`config.mk`:
```
export PLATFORM = sky130hd
export DESIGN_NAME = ringer_cadence_ctrl
export DESIGN_NICKNAME = d
export VERILOG_FILES = /design/src/rtl/ringer_cadence_ctrl.sv
export SDC_FILE = /design/constraint.sdc
export NUM_CORES = 1
export LEC_CHECK = 0
export ABC_CLOCK_PERIOD_IN_PS = 1940
export CAP_MARGIN = 20
export CORE_MARGIN = 3
export CORE_UTILIZATION = 50
export DETAILED_ROUTE_END_ITERATION = 10
export PLACE_DENSITY = 0.77
export SYNTH_ARGS = -nofsm -noshare
export SYNTH_HDL_FRONTEND = slang
export SYNTH_SLANG_ARGS = --single-unit
```
`constraint.sdc`:
```
create_clock -name clk -period 1.94 [get_ports clk]
set_input_delay 0.194 -clock clk [delete_from_list [all_inputs] [get_ports clk]]
set_output_delay 0.194 -clock clk [all_outputs]
set_load 0.02 [all_outputs]
```
`src/rtl/ringer_cadence_ctrl.sv`:
```
// Purpose : drives the ringer and vibration motor with an on/off cadence while a call is incoming.
//           It tracks missed calls in a saturating counter.
// Latency : ring sampled high in IDLE at edge t gives alert outputs from cycle t+1. The outputs are
//           a Moore decode of the state gated by the live alert mode.
// Backpr. : none. The inputs are level/pulse controls, and the outputs are continuous drive levels.
//
// Ports:
//   clk, reset          clock; synchronous active-high reset
//   mode[1:0]           0=SILENT 1=VIBRATE 2=RING 3=BOTH (bit1 = ringer, bit0 = motor)
//   ring                high while a call is incoming
//   answer              single-cycle answer pulse
//   missed_clear        single-cycle pulse that clears missed_count
//   turn_on_ringer      ringer drive
//   turn_on_motor       motor drive
//   ringing             high in the ON or OFF state
//   missed_count        saturating missed-call count
//
// Optional build macro: RINGER_CADENCE_CTRL_ESCALATE_EN. When it is defined, VIBRATE calls escalate
// to the ringer once ESC_RINGS on/off periods have completed.
module ringer_cadence_ctrl #(
  parameter int ON_CYCLES  = 4,
  parameter int OFF_CYCLES = 2,
  parameter int MAX_RINGS  = 3,
  parameter int CNT_WIDTH  = 4,
  parameter int ESC_RINGS  = 2
) (
  input  logic                 clk,
  input  logic                 reset,
  input  logic [1:0]           mode,
  input  logic                 ring,
  input  logic                 answer,
  input  logic                 missed_clear,
  output logic                 turn_on_ringer,
  output logic                 turn_on_motor,
  output logic                 ringing,
  output logic [CNT_WIDTH-1:0] missed_count
);

  localparam logic [1:0] ST_IDLE = 2'd0;
  localparam logic [1:0] ST_ON   = 2'd1;
  localparam logic [1:0] ST_OFF  = 2'd2;
  localparam logic [1:0] ST_WAIT = 2'd3;

  localparam int MAX_PER  = (ON_CYCLES > OFF_CYCLES) ? ON_CYCLES : OFF_CYCLES;
  localparam int CYC_W    = (MAX_PER > 1) ? $clog2(MAX_PER) : 1;
  // The ring counter must be wide enough for both the miss threshold and the escalation threshold.
  localparam int RING_TOP = (MAX_RINGS > ESC_RINGS) ? MAX_RINGS : ESC_RINGS;
  localparam int RC_W     = $clog2(RING_TOP + 1);

  logic [1:0]       state, state_nxt;
  logic [CYC_W-1:0] cyc_cnt, cyc_nxt;
  logic [RC_W-1:0]  ring_cnt, ring_nxt;
  logic             miss;
  logic             on_last, off_last;

  assign on_last  = (cyc_cnt == CYC_W'(ON_CYCLES - 1));
  assign off_last = (cyc_cnt == CYC_W'(OFF_CYCLES - 1));

  // Next-state logic. In ON and OFF, answer has priority over a ring drop, and a ring drop has
  // priority over the cadence timer.
  always_comb begin
    state_nxt = state;
    cyc_nxt   = cyc_cnt;
    ring_nxt  = ring_cnt;
    miss      = 1'b0;
    case (state)
      ST_IDLE: begin
        if (ring) begin
          if (answer) begin
            state_nxt = ST_WAIT;
          end else begin
            state_nxt = ST_ON;
            cyc_nxt   = '0;
            ring_nxt  = '0;
          end
        end
      end
      ST_ON: begin
        if (answer) begin
          state_nxt = ST_WAIT;
        end else if (!ring) begin
          state_nxt = ST_IDLE;
          miss      = 1'b1;
        end else if (on_last) begin
          state_nxt = ST_OFF;
          cyc_nxt   = '0;
        end else begin
          cyc_nxt = cyc_cnt + CYC_W'(1);
        end
      end
      ST_OFF: begin
        if (answer) begin
          state_nxt = ST_WAIT;
        end else if (!ring) begin
          state_nxt = ST_IDLE;
          miss      = 1'b1;
        end else if (off_last) begin
          ring_nxt = ring_cnt + RC_W'(1);
          if (ring_nxt == RC_W'(MAX_RINGS)) begin
            state_nxt = ST_WAIT;
            miss      = 1'b1;
          end else begin
            state_nxt = ST_ON;
            cyc_nxt   = '0;
          end
        end else begin
          cyc_nxt = cyc_cnt + CYC_W'(1);
        end
      end
      ST_WAIT: begin
        // A new call needs ring to fall first. The answer input is ignored in this state.
        if (!ring) state_nxt = ST_IDLE;
      end
      default: state_nxt = ST_IDLE;
    endcase
  end

  always_ff @(posedge clk) begin
    if (reset) begin
      state    <= ST_IDLE;
      cyc_cnt  <= '0;
      ring_cnt <= '0;
    end else begin
      state    <= state_nxt;
      cyc_cnt  <= cyc_nxt;
      ring_cnt <= ring_nxt;
    end
  end

  // When a clear coincides with a miss, the counter lands on 1 so that the new miss is not lost.
  always_ff @(posedge clk) begin
    if (reset) begin
      missed_count <= '0;
    end else if (missed_clear) begin
      missed_count <= CNT_WIDTH'(miss);
    end else if (miss && !(&missed_count)) begin
      missed_count <= missed_count + CNT_WIDTH'(1);
    end
  end

  logic on_st;
  assign on_st = (state == ST_ON);

`ifdef RINGER_CADENCE_CTRL_ESCALATE_EN
  logic esc_active;
  assign esc_active     = (mode == 2'b01) && (32'(ring_cnt) >= 32'(ESC_RINGS));
  assign turn_on_ringer = on_st & (mode[1] | esc_active);
`else
  assign turn_on_ringer = on_st & mode[1];
`endif
  assign turn_on_motor  = on_st & mode[0];
  assign ringing        = on_st | (state == ST_OFF);

endmodule

```
# ---- Yosys cells after proc, flatten, opt, wreduce, memory -nomap -nowiden
# Cells that the tools add are included.
dict set report classes {
  n_addsub 3
  mul 0
  div 0
  order_cmp 0
  n_eq_ne 17
  shift 0
  mux 34
  bitwise 3
  reduce_logical 11
}
# operator n
set op_table {}
lappend op_table {{2-bit 2-to-1 mux} 22}
lappend op_table {{2-bit != test (second input constant)} 8}
lappend op_table {{2-bit equality test (second input constant)} 4}
lappend op_table {{1-bit 2-to-1 mux} 8}
lappend op_table {{4-bit != test (second input constant)} 2}
lappend op_table {{2-bit case mux with 4 select lines} 1}
lappend op_table {{4-bit AND reduction} 2}
lappend op_table {{8-bit AND reduction} 1}
lappend op_table {{2-bit case mux with 3 select lines} 1}
lappend op_table {{6-bit AND reduction} 1}
lappend op_table {{2-bit by 1-bit adder with 2-bit output (second input constant)} 2}
lappend op_table {{4-bit by 1-bit adder with 4-bit output (second input constant)} 1}
lappend op_table {{2-bit by 1-bit equality test with 1-bit output (second input constant)} 2}
lappend op_table {{2-bit case mux with 2 select lines} 1}
lappend op_table {{2-bit nonzero test} 2}
lappend op_table {{3-bit != test (second input constant)} 1}
lappend op_table {{3-bit nonzero test} 1}
lappend op_table {{1-bit bitwise AND} 2}
lappend op_table {{2-bit zero test} 1}
lappend op_table {{1-bit case mux with 2 select lines} 1}
lappend op_table {{2-bit OR reduction} 1}
lappend op_table {{1-bit logical AND} 1}
lappend op_table {{1-bit zero test} 1}
lappend op_table {{1-bit OR} 1}
dict set report word_totals {
  register_bits 10
  latch_bits 0
  mem_bits_rw 0
  romBits 0
  input_bits 7
  output_inout_bits 7
  elab_cells 73
  mem_count 0
}

# ---- Logic depth before layout (Yosys ltp)
dict set report logic_depth {
  word_depth 10
  depth_mapped 7
  ltp_nobuf 6
}

# ---- Least setup slack after synthesis
# Ideal clock, no wire load.
dict set report synth_path {
  path_type {register to register}
  startpoint {reg state[0]}
  endpoint {reg missed_count[1]}
  setup_time_ns 0.116
  t_arrival_ns 1.529
  t_required_ns 1.824
  setup_slack_ns 0.295
  path_stages_with_launch 7
  path_buffers 0
  synth_period_minus_slack_ns 1.645
  path_cell_list {dfxtp_1 > inv_1 > ha_1 > inv_1 > a211oi_4 > a21oi_1 > a41o_1}
}
dict set report synth_via {
  elab_chain_cells 3
  elab_cells_between_ends 4
  cone_classes {2 x eq/ne; 1 x mux; 1 x reduce/logical}
}
# element line_no
set synth_lines {}
lappend synth_lines {{start, declared} 50} ;# logic [1:0] state, state_nxt;
lappend synth_lines {{start signal, assigned} 124} ;# state <= state_nxt;
lappend synth_lines {{2-bit equality test or 2-bit by 1-bit equality test with 1-bit output (tied branches)} 66} ;# case (state)
lappend synth_lines {{1-bit case mux with 2 select lines (*)} 66}
lappend synth_lines {{1-bit logical AND (*)} 136} ;# end else if (miss && !(&missed_count)) begin
lappend synth_lines {{end signal, assigned} 135} ;# missed_count <= CNT_WIDTH'(miss);
lappend synth_lines {{end signal, assigned} 137} ;# missed_count <= missed_count + CNT_WIDTH'(1);
lappend synth_lines {{end, declared} 36} ;# output logic [CNT_WIDTH-1:0] missed_count
# Every way passes the cells marked *; elsewhere a longest branch is shown, timed or not.
# A chain may end at the register's enable or synchronous reset.

# ---- Final worst setup path
dict set report layout_path {
  startpoint {reg state[1]}
  endpoint {out turn_on_ringer}
}
dict set report layout_via {
  elab_chain_cells 2
}
# element line_no
set layout_lines {}
lappend layout_lines {{2-bit by 1-bit equality test with 1-bit output} 142} ;# assign on_st = (state == ST_ON);
lappend layout_lines {{1-bit bitwise AND} 149} ;# assign turn_on_ringer = on_st & mode[1];
lappend layout_lines {{end, declared} 33} ;# output logic turn_on_ringer,
# Every way passes these cells.

==> results.toml <==
[cells_and_area]
antenna_cells = 0
area_growth_pct = 26.7
fin_nets = 127
post-route-cell-area_um2 = 973
multi_input_area_um2 = 536
layout_commonest_cell = "clkdlybuf4s50_1"
utilization = 0.712
layout_common_cells = "11 x clkdlybuf4s50_1, 9 x inv_1, 9 x a21oi_1, 9 x dfxtp_1, 8 x ha_1"
seqCellArea_um2 = 201
drive_above_1_share = 0.120
nFillCells = 117

[floorplanning]
initial_core_util = 0.562
ios = 14
fp-row-count = 13
die_area_um2 = 2040
die_x_um = 45.2
core_um2 = 1370
die_y_um = 45.2

[global_route]
grt-ovfl-total = 0
grt_max_degree = 12
grt_pass1_vias = 639
grt_antenna_before_repair = 0
grt_use_total = 0.186
grt_pass1_wl_um = 2740

[worst_hold_path]
hold_end = "ring_cnt[0]$_SDFFE_PP0P_"
hp-start = "ring_cnt[0]$_SDFFE_PP0P_"
holdPathStages = 2
min-delay-path-class = "reg -> reg"

[timing]
clock_skew_ps = 2.04
hold_viol_final = 0
finalSetupViolations = 0
setup_tns_ps = 0
max_freq_mhz = 540
slew_headroom = 0.705
maxSlewViolCount = 0
worst_pin_slew_ps = 440
period_share = 0.955
min_period_ps = 1850

[placed_design]
globalplace.congestion = 0.851
dpl.hpwl_um = 1270
post_dp_cell_area_um2 = 920
port_buffers = 13

[setup_path]
crit_type = "reg -> out"
crit_arrival_ps = 1660
critPathLaunch = "state[1]$_SDFFE_PP0P_"
endpoint_kind = "output pin"
crit_buf_inv = 2
timing.rr.start = "state[0]$_SDFFE_PP0P_"
crit_slowest_cell = "clkdlybuf4s50_1"
rrSetupSlack_ps = 170
start_kind = "flop"
r2r_cells = 7
cp_top_family = "buffers and inverters"
worstReg2RegEnd = "missed_count[0]$_SDFFE_PP0P_"
worstPathRequired_ps = 1750
critPathMaxStageDelay_ps = 590
crit_chain = "inv_1, ha_4, and2_1, clkdlybuf4s50_1"
crit_fanout = 8

[yosys]
synth_top_area_frac = 0.261
ys.flop_type = "dfxtp_1"
synthDistinctLibCells = 37
syn-cell-area_um2 = 768
avgSynthCellArea_um2 = 8.44
ys_ff_latch = 10
synth_fp_nets = 108
synthesis.instances = 91
netlist_top_cells_area = "dfxtp_1 26%, ha_1 16%, a21oi_1 5.9%, inv_1 4.4%, nor2b_1 3.3%"
ys_warn_count = 0
post-synth-top-area-cell = "dfxtp_1"
seq_area_frac_synth = 0.261
async_flop_share = 0
synth_enable_flop_cells = 0

[pwr]
internal_power_uw = 521
p_clk_frac = 0.158
seqPwrFrac = 0.294
swShare = 0.418
p_comb_frac = 0.548
peakVddDrop_mv = 0.623
power_density_nw_per_um2 = 919
p_sw_uw = 374
power.leakage_nw = 0.414

[cts]
cts_buffer_depth = 2
cts_tree = "done"
htree_num_levels = 1
holdBufCountCts = 0
cts-root-buf = "clkbuf_4"
cts_sinks = 10
cts_made_buffers = 3
clkLatencyLatePin_ps = 260
cts.clk_slew.worst_paths_ps = 60

[detailed_routing]
wl_per_cell_um = 13.7
drc_errors = 0
drt_pass1_iterations = 4
drt_wl_total_um = 1690
drt-vias-per-instance = 5.80
drt_iter0_drc = 17
ant_nets = 0
num_vias = 714

[flow_run]
max_cap_viol_count = 0

[status]
status = "completed"
-- flip-flops by register name, summed over array words and instances, names as in the netlist --
| register | flops |
|---|---|
| missed_count | 4 |
| cyc_cnt | 2 |
| ring_cnt | 2 |
| state | 2 |
-- what timing repair did --
item                                    4_1_cts  5_1_grt
endpoints found under the setup margin        3        5
resized for setup                             2        5
hold endpoints to repair                      0        0
setup buffers                                 0        1
pin swaps                                     0        1
-- through the flow --
stage | instances | hold slack, ps | setup slack [ps] | total power [mW]
2_1_floorplan | 91 | 271 | 295 | 0.607
3_3_place_gp | 119 | 441 | 135 | 0.729
3_5_place_dp | 119 | 465 | 100 | 0.737
4_1_cts | 122 | 474 | 10.3 | 0.877
5_1_grt | 123 | 491 | -17.0 | 0.963
6_report | 123 | 472 | 87.9 | 0.894
-- worst max path at each step --
stage | to | slack, ps | depth (start not counted)
2_1_floorplan | missed_count[1]$_SDFFE_PP0P_ | 290 | 6
3_3_place_gp | missed_count[3]$_SDFFE_PP0P_ | 130 | 6
3_5_place_dp | missed_count[2]$_SDFFE_PP0P_ | 100 | 6
4_1_cts | turn_on_ringer | 10 | 3
5_1_grt | turn_on_ringer | -20 | 4
6_report | turn_on_ringer | 90 | 4
-- power by group through the flow --
stage	Combinational, mW	Clock [mW]	Sequential, mW
detailed placement	0.476	0	0.261
finish	0.490	0.141	0.263
global route	0.540	0.156	0.268
CTS	0.471	0.151	0.255
floorplan	0.354	0	0.253
global placement	0.470	0	0.260
-- layout make-up --
| class | count | share of cell area |
|---|---|---|
| Inverter | 9 | 0.0347 |
| Timing Repair Buffer | 17 | 0.166 |
| Clock buffer | 3 | 0.0231 |
| Sequential cell | 10 | 0.207 |
| Multi-Input combinational cell | 69 | 0.550 |
| Tap cell | 15 | 0.0193 |
-- layer usage --
metal	part of all wire	track usage	vias to the layer above
met5	0	0	-
met4	0.026	0.123	0
met3	0.045	0.0279	5
met2	0.43	0.288	18
met1	0.50	0.237	328
li1	-	-	363
-- logic make-up (layout without fill, tap and decap cells) --
logic type,Yosys count,after routing,synth area share
AND/OR/NAND/NOR,30,30,0.226
adder cells (fa/ha/maj),10,10,0.163
buffers and inverters,12,29,0.0700
flip-flops,10,10,0.261
multiplexers,2,2,0.0277
AO/OA/AOI/OAI,27,27,0.252
-- cells in the mapped netlist (all sizes together) (2+ instances only) --
cell type and instances:
nor2b 4, nor4 3, buf 2, and2 3, nand2b 3, nor2 4, dfxtp 10, inv 9
o21ai 3, and4b 2, nand3 2, a21oi 9, ha 10, nand2 3, a211oi 3, a211o 2
nor3 2
-- worst register-to-register path, stage by stage, from the launching register on --
cell,delay (ps)
dfxtp_2,360
inv_1,140
ha_2,250
nand3_1,180
a211oi_4,370
buf_4,180
a211o_1,110
a21oi_1,60
(Power assumes the default switching activity.)
